<file path="src/rtl/pipe_hazard_ctrl_pkg.sv">
// Shared types for the pipeline hazard/flow-control unit: scoreboard entries,
// forwarding selects and the pipeline-register control bundle.
package pipe_hazard_ctrl_pkg;

    // Widest register address and select the shared types can carry; narrower
    // instances zero-extend into them.
    localparam int unsigned RD_W_MAX  = 8;
    localparam int unsigned SEL_W_MAX = 4;

    typedef logic [RD_W_MAX-1:0]  sb_rd_t;
    typedef logic [SEL_W_MAX-1:0] fwd_sel_t;

    typedef struct packed {
        logic   valid;
        sb_rd_t rd;
        logic   is_load;
    } sb_entry_t;

    typedef struct packed {
        logic stall_if;
        logic stall_id;
        logic flush_id;
        logic flush_ex;
        logic flush_mem;
    } hazard_ctrl_t;

endpackage

</file>
<file path="src/rtl/hazard_src_match.sv">
// Per-source RAW lookup: picks the youngest matching in-flight writer and
// decides between forwarding from it or raising a hazard.
module hazard_src_match
    import pipe_hazard_ctrl_pkg::*;
#(
    parameter int unsigned DEPTH    = 3,
    parameter int unsigned LOAD_LAT = 1,
    parameter int unsigned FWD_EN   = 1,
    parameter int unsigned SEL_W    = 2
) (
    input  sb_entry_t [DEPTH-1:0] sb_i,
    input  sb_rd_t                rs_i,
    input  logic                  uses_i,
    output logic [SEL_W-1:0]      sel_o,
    output logic                  hazard_o
);

    logic found;

    always_comb begin
        sel_o    = '0;
        hazard_o = 1'b0;
        found    = 1'b0;
        // Entry 0 is the youngest writer, so the first hit wins.
        for (int k = 0; k < DEPTH; k++) begin
            if (!found && uses_i && (rs_i != '0) && sb_i[k].valid && (sb_i[k].rd == rs_i)) begin
                found = 1'b1;
                if ((FWD_EN != 0) && (!sb_i[k].is_load || (k >= LOAD_LAT))) begin
                    sel_o = SEL_W'(k + 1);
                end else begin
                    hazard_o = 1'b1;
                end
            end
        end
    end

endmodule

</file>
<file path="src/rtl/pipe_hazard_ctrl.sv">
// Hazard and flow-control unit for the 5-stage pipeline: writer scoreboard,
// forwarding selects, stall/bubble/flush controls and saturating perf counters.
module pipe_hazard_ctrl
    import pipe_hazard_ctrl_pkg::*;
#(
    parameter  int unsigned REG_ADDR_W    = 5,
    parameter  int unsigned DEPTH         = 3,
    parameter  int unsigned LOAD_LAT      = 1,
    parameter  int unsigned FWD_EN        = 1,
    parameter  int unsigned FLUSH_ENTRIES = 1,
    parameter  int unsigned CNT_W         = 16,
    localparam int unsigned SEL_W         = $clog2(DEPTH + 1)
) (
    input  logic                  clk,
    input  logic                  reset,
    input  logic                  id_valid,
    input  logic [REG_ADDR_W-1:0] id_rs1,
    input  logic [REG_ADDR_W-1:0] id_rs2,
    input  logic                  id_uses_rs1,
    input  logic                  id_uses_rs2,
    input  logic [REG_ADDR_W-1:0] id_rd,
    input  logic                  id_reg_write,
    input  logic                  id_is_load,
    input  logic                  redirect,
    output logic                  stall_if,
    output logic                  stall_id,
    output logic                  flush_id,
    output logic                  flush_ex,
    output logic                  flush_mem,
    output logic [SEL_W-1:0]      fwd_rs1_sel,
    output logic [SEL_W-1:0]      fwd_rs2_sel,
    output logic [CNT_W-1:0]      stall_cnt,
    output logic [CNT_W-1:0]      flush_cnt
);

    sb_entry_t [DEPTH-1:0] sb_q, sb_d, sb_flt;
    logic [CNT_W-1:0]      stall_cnt_q, stall_cnt_d;
    logic [CNT_W-1:0]      flush_cnt_q, flush_cnt_d;
    logic                  haz_rs1, haz_rs2, hazard, redirect_eff;
    hazard_ctrl_t          ctrl;

    // Gated so no flush escapes while the unit is held in reset.
    assign redirect_eff = redirect & reset;

    hazard_src_match #(
        .DEPTH(DEPTH), .LOAD_LAT(LOAD_LAT), .FWD_EN(FWD_EN), .SEL_W(SEL_W)
    ) u_match_rs1 (
        .sb_i    (sb_q),
        .rs_i    (sb_rd_t'(id_rs1)),
        .uses_i  (id_valid & id_uses_rs1),
        .sel_o   (fwd_rs1_sel),
        .hazard_o(haz_rs1)
    );

    hazard_src_match #(
        .DEPTH(DEPTH), .LOAD_LAT(LOAD_LAT), .FWD_EN(FWD_EN), .SEL_W(SEL_W)
    ) u_match_rs2 (
        .sb_i    (sb_q),
        .rs_i    (sb_rd_t'(id_rs2)),
        .uses_i  (id_valid & id_uses_rs2),
        .sel_o   (fwd_rs2_sel),
        .hazard_o(haz_rs2)
    );

    assign hazard = (haz_rs1 | haz_rs2) & ~redirect_eff;

    always_comb begin
        ctrl.stall_if  = hazard;
        ctrl.stall_id  = hazard;
        ctrl.flush_id  = redirect_eff;
        ctrl.flush_ex  = hazard | redirect_eff;
        ctrl.flush_mem = redirect_eff;
    end

    assign stall_if  = ctrl.stall_if;
    assign stall_id  = ctrl.stall_id;
    assign flush_id  = ctrl.flush_id;
    assign flush_ex  = ctrl.flush_ex;
    assign flush_mem = ctrl.flush_mem;

    always_comb begin
        sb_flt = sb_q;
        if (redirect_eff) begin
            for (int k = 0; k < DEPTH; k++) begin
                if (k < FLUSH_ENTRIES) sb_flt[k].valid = 1'b0;
            end
        end
        sb_d = '0;
        for (int k = 1; k < DEPTH; k++) begin
            sb_d[k] = sb_flt[k-1];
        end
        if (!redirect_eff && !hazard) begin
            sb_d[0].valid   = id_valid & id_reg_write & (id_rd != '0);
            sb_d[0].rd      = sb_rd_t'(id_rd);
            sb_d[0].is_load = id_is_load;
        end
    end

    always_comb begin
        stall_cnt_d = stall_cnt_q;
        flush_cnt_d = flush_cnt_q;
        if (hazard && (stall_cnt_q != '1))       stall_cnt_d = stall_cnt_q + CNT_W'(1);
        if (redirect_eff && (flush_cnt_q != '1)) flush_cnt_d = flush_cnt_q + CNT_W'(1);
    end

    always_ff @(posedge clk or negedge reset) begin
        if (!reset) begin
            sb_q        <= '0;
            stall_cnt_q <= '0;
            flush_cnt_q <= '0;
        end else begin
            sb_q        <= sb_d;
            stall_cnt_q <= stall_cnt_d;
            flush_cnt_q <= flush_cnt_d;
        end
    end

    assign stall_cnt = stall_cnt_q;
    assign flush_cnt = flush_cnt_q;

endmodule
</file>
<file path="config.mk">
export PLATFORM = sky130hd
export DESIGN_NAME = pipe_hazard_ctrl
export DESIGN_NICKNAME = d
export VERILOG_FILES = /design/src/rtl/pipe_hazard_ctrl_pkg.sv /design/src/rtl/hazard_src_match.sv /design/src/rtl/pipe_hazard_ctrl.sv
export SDC_FILE = /design/constraint.sdc
export NUM_CORES = 1
export LEC_CHECK = 0
export ABC_AREA = 1
export CORE_ASPECT_RATIO = 0.6
export CORE_UTILIZATION = 55
export DETAILED_ROUTE_END_ITERATION = 7
export DONT_BUFFER_PORTS = 1
export PLACE_DENSITY = 0.66
export SETUP_SLACK_MARGIN = 0.02
export SLEW_MARGIN = 10
export SYNTH_ARGS = -nofsm -noshare
export SYNTH_HDL_FRONTEND = slang
export SYNTH_SLANG_ARGS = --single-unit
export TNS_END_PERCENT = 20
</file>
<file path="constraint.sdc">
create_clock -name clk -period 4.4 [get_ports clk]
set_clock_uncertainty 0.05 [all_clocks]
set_input_delay 0.88 -clock clk [delete_from_list [all_inputs] [get_ports clk]]
set_output_delay 0.88 -clock clk [all_outputs]
set_load 0.005 [all_outputs]
</file>
Yosys cells after proc, flatten, opt, wreduce, memory -nomap -nowiden
Index checks and enable logic that the tools add are counted.
{"block": "word_totals", "reg_bits": 60, "in_bits": 23, "out_inout_bits": 41, "elab_cells": 78}
{"block": "op_classes", "addsub": 2, "n_eq_ne": 8, "mux": 16, "n_bitwise": 9, "n_reduce_logical": 34}
{"cell": "$eq 8x5->1", "n": 6}
{"cell": "$add 16x1->16 const B", "n": 2}
{"cell": "$ne 16x16->1 const B", "n": 2}
{"cell": "$logic_and 1x1->1", "n": 25}
{"cell": "$reduce_bool 8->1", "n": 2}
{"cell": "$mux 1", "n": 10}
{"cell": "$mux 10", "n": 1}
{"cell": "$mux 2", "n": 5}
{"cell": "$and 1x1->1", "n": 6}
{"cell": "$logic_not 1->1", "n": 6}
{"cell": "$reduce_bool 5->1", "n": 1}
{"cell": "$or 1x1->1", "n": 2}
{"cell": "$not 1->1", "n": 1}

Logic depth before layout (Yosys ltp)
Gate-level depths: netlist of the first run.
{"block": "depth", "ltp_word": 17, "ltp_mapped": 11, "mapped_depth_nobuf": 10}

By module
From an unflattened synthesis of the first run, not the netlist that was laid out.
{"block": "unflattened", "cells_unflattened": 596, "hier_area_um2": 3752.3}
{"mod": "pipe_hazard_ctrl", "instances": 1, "cells_per_inst": 332, "area_per_inst_um2": 2606.2, "seq_area_each_um2": 1326.3}
{"mod": "hazard_src_match", "instances": 2, "cells_per_inst": 132, "area_per_inst_um2": 573.0, "seq_area_each_um2": 0.0}

Worst setup path before layout of the first run
No wires, ideal clock.
{"block": "synth_timing", "path_type": "input to output", "from": "in id_rs1[4]", "to": "out stall_if", "arrival_ns": 1.762, "setup_slack_ns": 1.708, "stages": 10, "n_path_buf": 1, "cell_sequence": "inv_1 -> nand2_1 -> nand2_1 -> nand2_1 -> nor2_1 -> nand4_1 -> nand2_2 -> inv_1 -> nor2_1 -> buf_4"}
{"block": "synth_via", "elab_chain_len": 7}
{"element": "start, declared", "line": "pipe_hazard_ctrl.sv:17", "rtl": "input logic [REG_ADDR_W-1:0] id_rs1,"}
{"element": "$reduce_bool 8->1", "line": "hazard_src_match.sv:26", "rtl": "if (!found && uses_i && (rs_i != '0) && sb_i[k].valid && (sb_i[k].rd == rs_i)) begin"}
{"element": "$logic_and 1x1->1 (2 in a row)", "line": "hazard_src_match.sv:26"}
{"element": "$logic_and 1x1->1 *", "line": "hazard_src_match.sv:26"}
{"element": "$mux 1 *", "line": "hazard_src_match.sv:26"}
{"element": "$or 1x1->1 *", "line": "pipe_hazard_ctrl.sv:65", "rtl": "assign hazard = (haz_rs1 | haz_rs2) & ~redirect_eff;"}
{"element": "$and 1x1->1 *", "line": "pipe_hazard_ctrl.sv:65"}
{"element": "end, declared", "line": "pipe_hazard_ctrl.sv:25", "rtl": "output logic stall_if,"}
Every way passes the cells marked *; elsewhere a longest branch is shown, timed or not.

Worst setup path after layout of the first run
{"block": "layout_timing", "from": "in id_rs1[4]", "to": "out flush_ex"}
{"block": "layout_via", "elab_chain_len": 8}
{"element": "$reduce_bool 8->1", "line": "hazard_src_match.sv:26"}
{"element": "$logic_and 1x1->1 (2 in a row)", "line": "hazard_src_match.sv:26"}
{"element": "$logic_and 1x1->1 *", "line": "hazard_src_match.sv:26"}
{"element": "$mux 1 *", "line": "hazard_src_match.sv:26"}
{"element": "$or 1x1->1 *", "line": "pipe_hazard_ctrl.sv:65"}
{"element": "$and 1x1->1 *", "line": "pipe_hazard_ctrl.sv:65"}
{"element": "$or 1x1->1 *", "line": "pipe_hazard_ctrl.sv:71", "rtl": "ctrl.flush_ex = hazard | redirect_eff;"}
{"element": "end, declared", "line": "pipe_hazard_ctrl.sv:28", "rtl": "output logic flush_ex,"}
Marks and branches as above.

==> results of run 1 <==
==> report_power, final <==
part | total, mW | internal [mW] | switching [mW] | leakage [nW]
Clock | 0.281 | 0.114 | 0.166 | 0.0485
Combinational | 0.116 | 0.0469 | 0.0688 | 0.899
Sequential | 0.571 | 0.510 | 0.0612 | 0.666
==> kinds of logic after synthesis <==
family	synth area share, %
xor+xnor	8.696
fa+ha+maj	0.8280
simple gates	34.49
compound gates	4.969
buf+inv	8.778
flops	42.24
==> Yosys cell counts (3+ instances only) <==
| cell type | number | area, um2 |
|---|---|---|
| a21oi_1 | 7 | 35.03 |
| dfrtp_1 | 51 | 1276 |
| inv_1 | 56 | 210.2 |
| nand2_1 | 117 | 439.2 |
| nand2_2 | 3 | 18.77 |
| nand3_1 | 21 | 105.1 |
| nand4_1 | 26 | 162.7 |
| nor2_1 | 45 | 168.9 |
| nor3_1 | 9 | 45.04 |
| o21ai_0 | 12 | 60.06 |
| o22ai_1 | 6 | 37.54 |
| xnor2_1 | 10 | 87.58 |
| xor2_1 | 20 | 175.2 |
==> stage by stage <==
step                      cell area (um2)  setup slack, ps
final                                3148             1486
after global routing                 3148             1361
after CTS                            3148             1499
after detailed placement             3057             1504
after global placement               3057             1522
after floorplan                      3022             1708
==> area by class of cell <==
type | instances | area share (%)
multi-input combinational | 289 | 47.02
sequential | 51 | 40.54
inverter | 56 | 6.677
timing repair buffer | 1 | 0.2385
clock inverter | 3 | 0.7154
clock buffer | 5 | 2.186
tap | 66 | 2.623
==> layer usage <==
metal  share of wire [%]  global-route usage, %  up-vias
met1                  50                  39.88     1183
met3                  11                  7.901        2
met4                0.27                  4.113        0
met5                   0                      0        -
met2                  39                  35.06      113
li1                    -                      -     1288
==> path summary, 6_finish.rpt <==
kind | startpoint | end | slack (ps)
hold reg to reg | sb_d[14] | sb_d[24] | 340
setup reg to reg | stall_cnt[5] | stall_cnt[8] | 2530
hold / removal | reset | sb_flt[24] | 210
max in group asynchronous | reset | stall_cnt[11] | 3990
min in group clk | sb_d[14] | sb_d[24] | 340
setup / recovery | id_rs1[4] | flush_ex | 1490
==> flip-flops by register name (all words and copies together) (netlist names) <==
name	cells
sb_flt	6
flush_cnt	16
sb_q	1
sb_d	12
stall_cnt	16
==> impl_metrics.env, run 1 <==
export IMPL_cts_resized=0
export IMPL_cp_data_required_time_ps=3470
export IMPL_worstSetupStartpointType="input port"
export IMPL_drc_errors=4
export IMPL_via_count=2586
export IMPL_port_buffers=0
export IMPL_netlist_area_um2=3022
export IMPL_yosys_warnings=0
export IMPL_synth_cell_type_count=27
export IMPL_cp_top_family="simple AND/OR/NAND/NOR gates"
export IMPL_crit_cells=9
export IMPL_start_util_pct=58.33
export IMPL_cp_slowest_stage_delay_ps=300
export IMPL_antenna_found_initial=0
export IMPL_rsz0062_at_grt="no"
export IMPL_status="complete, but fails checks"
export IMPL_syn_inst=404
export IMPL_power_mw=0.9678
export IMPL_hold_viol=0
export IMPL_chipWidth_um=97.69
export IMPL_post_drt_wl_per_cell_um=14.70
export IMPL_critPathKind="in -> out"
export IMPL_synth_edff_count=0
export IMPL_path_clk_slew_ps=100
export IMPL_grt_max_degree=53
export IMPL_fp_coreArea_um2=5180
export IMPL_routabilityCongestion=0.8933
export IMPL_num_fill_cells=458
export IMPL_clk_path_buf_depth=2
export IMPL_cp_arrival_ps=1980
export IMPL_antenna_cells=0
export IMPL_root_buffer="clkbuf_8"
export IMPL_worstSetupEndpointType="primary output"
export IMPL_dieArea_um2=5804
export IMPL_worst_slew_pin_slew_ps=395.2
export IMPL_numClockSinks=51
export IMPL_maxSlewViolCount=0
export IMPL_async_flop_share_pct=100.0
export IMPL_cts_setup_buffers=0
export IMPL_final_util_pct=60.77
export IMPL_cts_tree="yes"
export IMPL_critPathSlowestCell="nand2_2"
export IMPL_crit_buf_inv=2
export IMPL_synth_seq_cells=51
export IMPL_routed_wl_um=6926
export IMPL_area_growth_syn_to_layout_pct=4.182
export IMPL_vdd_ir_drop_max_mv=0.2027
export IMPL_viasPerCell=5.490
export IMPL_leakage_nw=1.614
export IMPL_numCtsBuffers=5
export IMPL_ios=64
export IMPL_h_tree_depth=2
export IMPL_power_density_nw_per_um2=307.4
export IMPL_avgSynthCellArea_um2=7.479
export IMPL_grt_use_total_pct=25.74
export IMPL_grt_pass1_wl_um=11500
export IMPL_slew_headroom_pct=73.45
export IMPL_cpMostUsedCell="nand2_1"
export IMPL_synth_flop_cell="dfrtp_1"
export IMPL_mostFrequentLayoutCells="117 x nand2_1, 56 x inv_1, 51 x dfrtp_1, 45 x nor2_1, 26 x nand4_1"
export IMPL_period_minus_slack_ps=2914
export IMPL_hold_ws_ps=207.0
export IMPL_ys_seq_area_share_pct=42.24
export IMPL_fin_cells=471
export IMPL_drv_cap=0
export IMPL_dp_cells=463
export IMPL_tns_ps=0
export IMPL_cts_hold_buf=0
export IMPL_fmax_mhz=343.2
export IMPL_dr_pass1_iters=7
export IMPL_syn_num_nets=429
export IMPL_setup_violations_final=0
export IMPL_overflow=0
export IMPL_num_rows=20
export IMPL_fin_crit_sh_pct=66.22
export IMPL_hp_class="in -> async"
export IMPL_drt_iter0_drc=201
export IMPL_insertion_delay_ps=300
export IMPL_path_cells="inv_1, nand2_1, nand2_1, nand2_1, nor2_1, nand4_1, nand2_2, inv_1, nand2_1"
export IMPL_layout_commonest_cell="nand2_1"
export IMPL_regArea_um2=1276
export IMPL_critPathMaxFanout=17
export IMPL_multi_input_area_um2=1480
export IMPL_ant_nets=0
export IMPL_grt_pass1_vias=2292
export IMPL_violations="DRC"
export IMPL_dp_hpwl_um=5188
export IMPL_reg2regPathDepth=8
export IMPL_drive_above_1_share_pct=4.444
export IMPL_nets=429
export IMPL_die_y_um=59.42
(Power assumes the default switching activity.)
==> run 2: changes to the inputs <==
==> constraint.sdc (replaced) <==
create_clock -name clk -period 2.7 [get_ports clk]
set_clock_uncertainty 0.05 [all_clocks]
set_input_delay 0.54 -clock clk [delete_from_list [all_inputs] [get_ports clk]]
set_output_delay 0.54 -clock clk [all_outputs]
set_load 0.005 [all_outputs]
==> run 2 against run 1 <==
Net effect: the flow still finishes with violations (DRC); clock power up 96%; via count up 0.43%; worst hold slack worse by 180 ps; die area unchanged; clock-buffer cell count up 1; worst setup slack worse by 1000 ps; sequential share of layout area down 0.70 points; register-to-register slack worse by 1700 ps; largest cell class unchanged.
==> impl_metrics.env, run 2 (same netlist as run 1, synthesis figures left out) <==
export IMPL_grt_pass1_vias=2215
export IMPL_critPathKind="reg -> out"
export IMPL_critPathMaxFanout=3
export IMPL_area_growth_syn_to_layout_pct=6.004
export IMPL_post_drt_wl_per_cell_um=15.04
export IMPL_num_rows=20
export IMPL_violations="DRC"
export IMPL_r2r_end="flush_cnt[5]"
export IMPL_hp_class="in -> async"
export IMPL_power_mw=1.691
export IMPL_via_count=2597
export IMPL_chipWidth_um=97.69
export IMPL_regToRegStartpoint="flush_cnt[0]"
export IMPL_h_tree_depth=2
export IMPL_dr_pass1_iters=8
export IMPL_start_util_pct=58.33
export IMPL_cts_tree="yes"
export IMPL_routabilityCongestion=0.8869
export IMPL_worstSetupEndpointType="primary output"
export IMPL_layout_commonest_cell="nand2_1"
export IMPL_ant_nets=0
export IMPL_drt_iter0_drc=252
export IMPL_leakage_nw=1.640
export IMPL_numCtsBuffers=5
export IMPL_root_buffer="clkbuf_8"
export IMPL_cp_data_required_time_ps=2110
export IMPL_period_minus_slack_ps=2263
export IMPL_die_y_um=59.42
export IMPL_worstSetupStartpointType="flop"
export IMPL_fmax_mhz=442.0
export IMPL_cp_arrival_ps=1670
export IMPL_power_density_nw_per_um2=528.0
export IMPL_slew_headroom_pct=72.52
export IMPL_grt_use_total_pct=25.33
export IMPL_reg2regPathDepth=8
export IMPL_port_buffers=0
export IMPL_drc_errors=4
export IMPL_hold_viol=0
export IMPL_r2r_slack_ps=800
export IMPL_tns_ps=0
export IMPL_clk_path_buf_depth=2
export IMPL_setup_violations_final=0
export IMPL_grt_pass1_wl_um=11270
export IMPL_worst_slew_pin_slew_ps=409.1
export IMPL_nets=431
export IMPL_viasPerCell=5.490
export IMPL_grt_max_degree=52
export IMPL_fin_crit_sh_pct=83.80
export IMPL_path_clk_slew_ps=100
export IMPL_fp_coreArea_um2=5180
export IMPL_numClockSinks=51
export IMPL_rsz0062_at_grt="no"
export IMPL_dieArea_um2=5804
export IMPL_drv_cap=0
export IMPL_maxSlewViolCount=0
export IMPL_antenna_cells=0
export IMPL_cts_setup_buffers=0
export IMPL_mostFrequentLayoutCells="117 x nand2_1, 56 x inv_1, 51 x dfrtp_1, 45 x nor2_1, 26 x nand4_1"
export IMPL_status="complete, but fails checks"
export IMPL_drive_above_1_share_pct=4.668
export IMPL_dp_hpwl_um=5248
export IMPL_routed_wl_um=7114
export IMPL_ios=64
export IMPL_overflow=0
export IMPL_insertion_delay_ps=300
export IMPL_antenna_found_initial=0
export IMPL_cts_resized=0
export IMPL_vdd_ir_drop_max_mv=0.3420
-- run 2: changes by cell type in the layout (fill, tap and decap cells not counted), sizes merged --
cell / before / now
clkbuf: 5 / 6
buf: 1 / 3
clkinv: 2 / 0
bufinv: 0 / 1
-- run 2: report_power, final --
| group | internal (mW) | switching, mW |
|---|---|---|
| clock | 0.281 | 0.270 |
| combinational | 0.0807 | 0.132 |
| sequential | 0.831 | 0.0971 |
-- run 2: cell type report --
type | count | area [um2]
fillers | 470 | 1977
multi-input cells | 289 | 1480
flip-flops and latches | 51 | 1276
inverters | 56 | 210.2
well taps | 66 | 82.58
clock buffers | 6 | 72.57
repair buffers | 3 | 42.54
clock inverters | 2 | 38.79
-- run 2: per-layer routing --
layer  wire, um  vias up  part of all wire [%]  track usage [%]
met4         45        0                  0.63            4.978
met1       3553     1174                    50            39.64
met5          0        -                     0                0
met2       2736      123                    38            33.43
li1           -     1293                     -                -
met3        778        7                    11            7.901
-- run 2: through the flow --
stage          utilization [%]  hold slack [ps]  instances  worst slack [ps]  instance area (um2)
3_5_place_dp             59.15            195.5        464             716.1                 3064
5_1_grt                  61.84            34.87        473             332.3                 3203
2_1_floorplan                -            194.4        404             688.4                 3022
6_report                 61.84            26.62        473             437.3                 3203
4_1_cts                  61.84            39.62        473             476.7                 3203
3_3_place_gp             59.15            195.3        464             726.8                 3064
-- run 2: worst max-delay path by stage --
stage                          from             end  slack [ps]  cells after the start
after CTS                  sb_d[15]  fwd_rs2_sel[0]         480                      8
after global routing       sb_d[15]  fwd_rs2_sel[0]         330                      8
after global placement    id_rs1[4]        stall_id         730                      9
after floorplan           id_rs1[4]        stall_if         690                     10
after detailed placement  id_rs1[4]        flush_ex         720                      9
final                      sb_d[21]  fwd_rs2_sel[0]         440                      8
-- run 2: worst max-delay path, cell delays in order, from the launching register on --
cell and delay, ps:
dfrtp_1 400, inv_1 110, nor2_1 50, nor3_1 360, nand4_1 190, inv_1 90
nor2_1 40, nand2_1 60, nand2_1 70
-- run 2: timing repair --
action	CTS	global route
hold endpoints to repair	51	0
endpoints found under the setup margin	0	0
hold buffers	1	0
==> run 3: changes to the inputs <==
--- a/config.mk
+++ b/config.mk
@@ -10,7 +10,7 @@
 export CORE_UTILIZATION = 55
 export DETAILED_ROUTE_END_ITERATION = 7
 export DONT_BUFFER_PORTS = 1
-export PLACE_DENSITY = 0.66
+export PLACE_DENSITY = 0.69
 export SETUP_SLACK_MARGIN = 0.02
 export SLEW_MARGIN = 10
 export SYNTH_ARGS = -nofsm -noshare
==> constraint.sdc (replaced) <==
create_clock -name clk -period 1.9 [get_ports clk]
set_clock_uncertainty 0.05 [all_clocks]
set_input_delay 0.38 -clock clk [delete_from_list [all_inputs] [get_ports clk]]
set_output_delay 0.38 -clock clk [all_outputs]
set_load 0.005 [all_outputs]
==> run 3 against run 2 <==
Net effect: the flow finishes with violations (DRC, setup timing); non-clock buffer count rose by 15; critical path type unchanged; worst hold slack improved by 83 ps; first-iteration DRC count rose by 7.9%; sequential power rose by 42%; die area did not move; largest power group unchanged; clock power rose by 18%.
==> impl_metrics.env, run 3 (same netlist as run 1, synthesis figures left out) <==
export IMPL_via_count=2747
export IMPL_final_util_pct=64.95
export IMPL_hold_ws_ps=109.7
export IMPL_layout_commonest_cell="nand2_1"
export IMPL_die_y_um=59.42
export IMPL_vdd_ir_drop_max_mv=0.6242
export IMPL_drc_errors=4
export IMPL_tns_ps=-448.7
export IMPL_drv_cap=0
export IMPL_fin_crit_sh_pct=104.5
export IMPL_worst_slew_pin_slew_ps=302.0
export IMPL_antenna_cells=0
export IMPL_drt_iter0_drc=272
export IMPL_viasPerCell=5.629
export IMPL_nets=446
export IMPL_fmax_mhz=503.4
export IMPL_critPathSlowestCell="dfrtp_1"
export IMPL_chipWidth_um=97.69
export IMPL_hp_class="in -> reg"
export IMPL_numCtsBuffers=5
export IMPL_num_fill_cells=463
export IMPL_leakage_nw=1.712
export IMPL_finalWorstSetupSlack_ps=-86.33
export IMPL_critPathMaxFanout=4
export IMPL_h_tree_depth=2
export IMPL_cp_data_required_time_ps=1470
export IMPL_status="complete, but fails checks"
export IMPL_clk_path_buf_depth=2
export IMPL_dp_hpwl_um=5939
export IMPL_mostFrequentLayoutCells="113 x nand2_1, 55 x inv_1, 50 x dfrtp_1, 41 x nor2_1, 26 x nand4_1"
export IMPL_cts_tree="yes"
export IMPL_cpMostUsedCell="nand2_1"
export IMPL_setup_violations_final=10
export IMPL_insertion_delay_ps=320
export IMPL_start_util_pct=58.33
export IMPL_ant_nets=0
export IMPL_dp_cells=477
export IMPL_critPathKind="reg -> out"
export IMPL_overflow=0
export IMPL_dr_pass1_iters=7
export IMPL_antenna_found_initial=0
export IMPL_cp_slowest_stage_delay_ps=420
export IMPL_power_density_nw_per_um2=693.0
export IMPL_worstSetupEndpointType="primary output"
export IMPL_numClockSinks=51
export IMPL_path_cells="inv_1, nand2_1, nand2_1, nand2_1, nor2_2, nand3_2, nand2_2, nor2_1, nand2_1, o21ai_2"
export IMPL_port_buffers=0
export IMPL_slew_headroom_pct=79.68
export IMPL_grt_max_degree=52
export IMPL_routabilityCongestion=0.9658
export IMPL_cp_arrival_ps=1560
export IMPL_hold_viol=0
export IMPL_ios=64
export IMPL_grt_pass1_vias=2477
export IMPL_drive_above_1_share_pct=11.61
export IMPL_grt_use_total_pct=28.99
export IMPL_area_growth_syn_to_layout_pct=11.35
export IMPL_worstSetupStartpointType="flop"
export IMPL_grt_pass1_wl_um=12550
export IMPL_dieArea_um2=5804
export IMPL_fin_cells=488
export IMPL_fp_coreArea_um2=5180
export IMPL_rsz0062_at_grt="yes"
export IMPL_maxSlewViolCount=0
export IMPL_period_minus_slack_ps=1986
export IMPL_post_drt_wl_per_cell_um=16.50
export IMPL_power_mw=2.332
export IMPL_routed_wl_um=8050
export IMPL_path_clk_slew_ps=90
export IMPL_root_buffer="clkbuf_8"
export IMPL_num_rows=20
export IMPL_violations="DRC, setup timing"
run 3: cell types whose count changed in the layout (fill, tap and decap cells not counted), moves of 2 or more:
cell     delta
nor3_2      +2
nand3_1     -2
buf_4      +13
nor2_2      +3
nand2_1     -4
nor3_1      -2
nor2_1      -4
nand2_2     +4
nand3_2     +2
run 3: final cells by class:
class	count	area (um2)	share of cell area (%)
clock buffer	6	72.57	2.157
clock inverter	2	16.27	0.4835
inverter	56	210.2	6.248
multi-input combinational	289	1535	45.63
sequential	51	1277	37.97
tap	66	82.58	2.454
timing repair buffer	18	170.2	5.058
run 3: power breakdown:
| group | switching (mW) | total [mW] | internal [mW] |
|---|---|---|---|
| Combinational | 0.226 | 0.364 | 0.138 |
| Sequential | 0.135 | 1.32 | 1.18 |
| Clock | 0.385 | 0.651 | 0.265 |
run 3: final timing paths:
check,start,to,slack [ps],depth (start not counted)
hold reg to reg,sb_d[14],sb_d[24],340,0
hold / removal,id_rd[3],sb_d[14],110,2
setup reg to reg,flush_cnt[1],flush_cnt[5],-40,8
setup / recovery,sb_d[15],fwd_rs1_sel[0],-90,10
min in group asynchronous,reset,stall_cnt[4],530,2
max in group asynchronous,reset,sb_d[23],1020,2
run 3: layer usage:
layer	part of all wire, %	up-vias	wire, um	track usage (%)
met5	0	-	0	0
met4	1.1	0	87	8.874
met3	11	8	862	8.726
met2	40	133	3234	40.93
met1	48	1284	3866	42.57
li1	-	1322	-	-
run 3: timing repair:
item / CTS / global route
hold endpoints to repair: 51 / 0
gates resized for setup: 9 / 10
setup endpoints to repair: 14 / 21
setup buffers: 0 / 1
pin swaps: 4 / 7
hold buffers: 2 / 0
run 3: stage by stage:
stage	area, um2	setup slack (ps)
floorplan	3022	208.4
global placement	3174	182.2
detailed placement	3174	-17.61
CTS	3323	-120.3
global route	3364	-233.0
finish	3364	-86.33
run 3: worst max-delay path: cells and delay by family (launching register included):
kind / cells / cell delay (ps)
simple gates: 8 / 690
flops: 1 / 420
buf+inv: 1 / 80
compound gates: 1 / 70
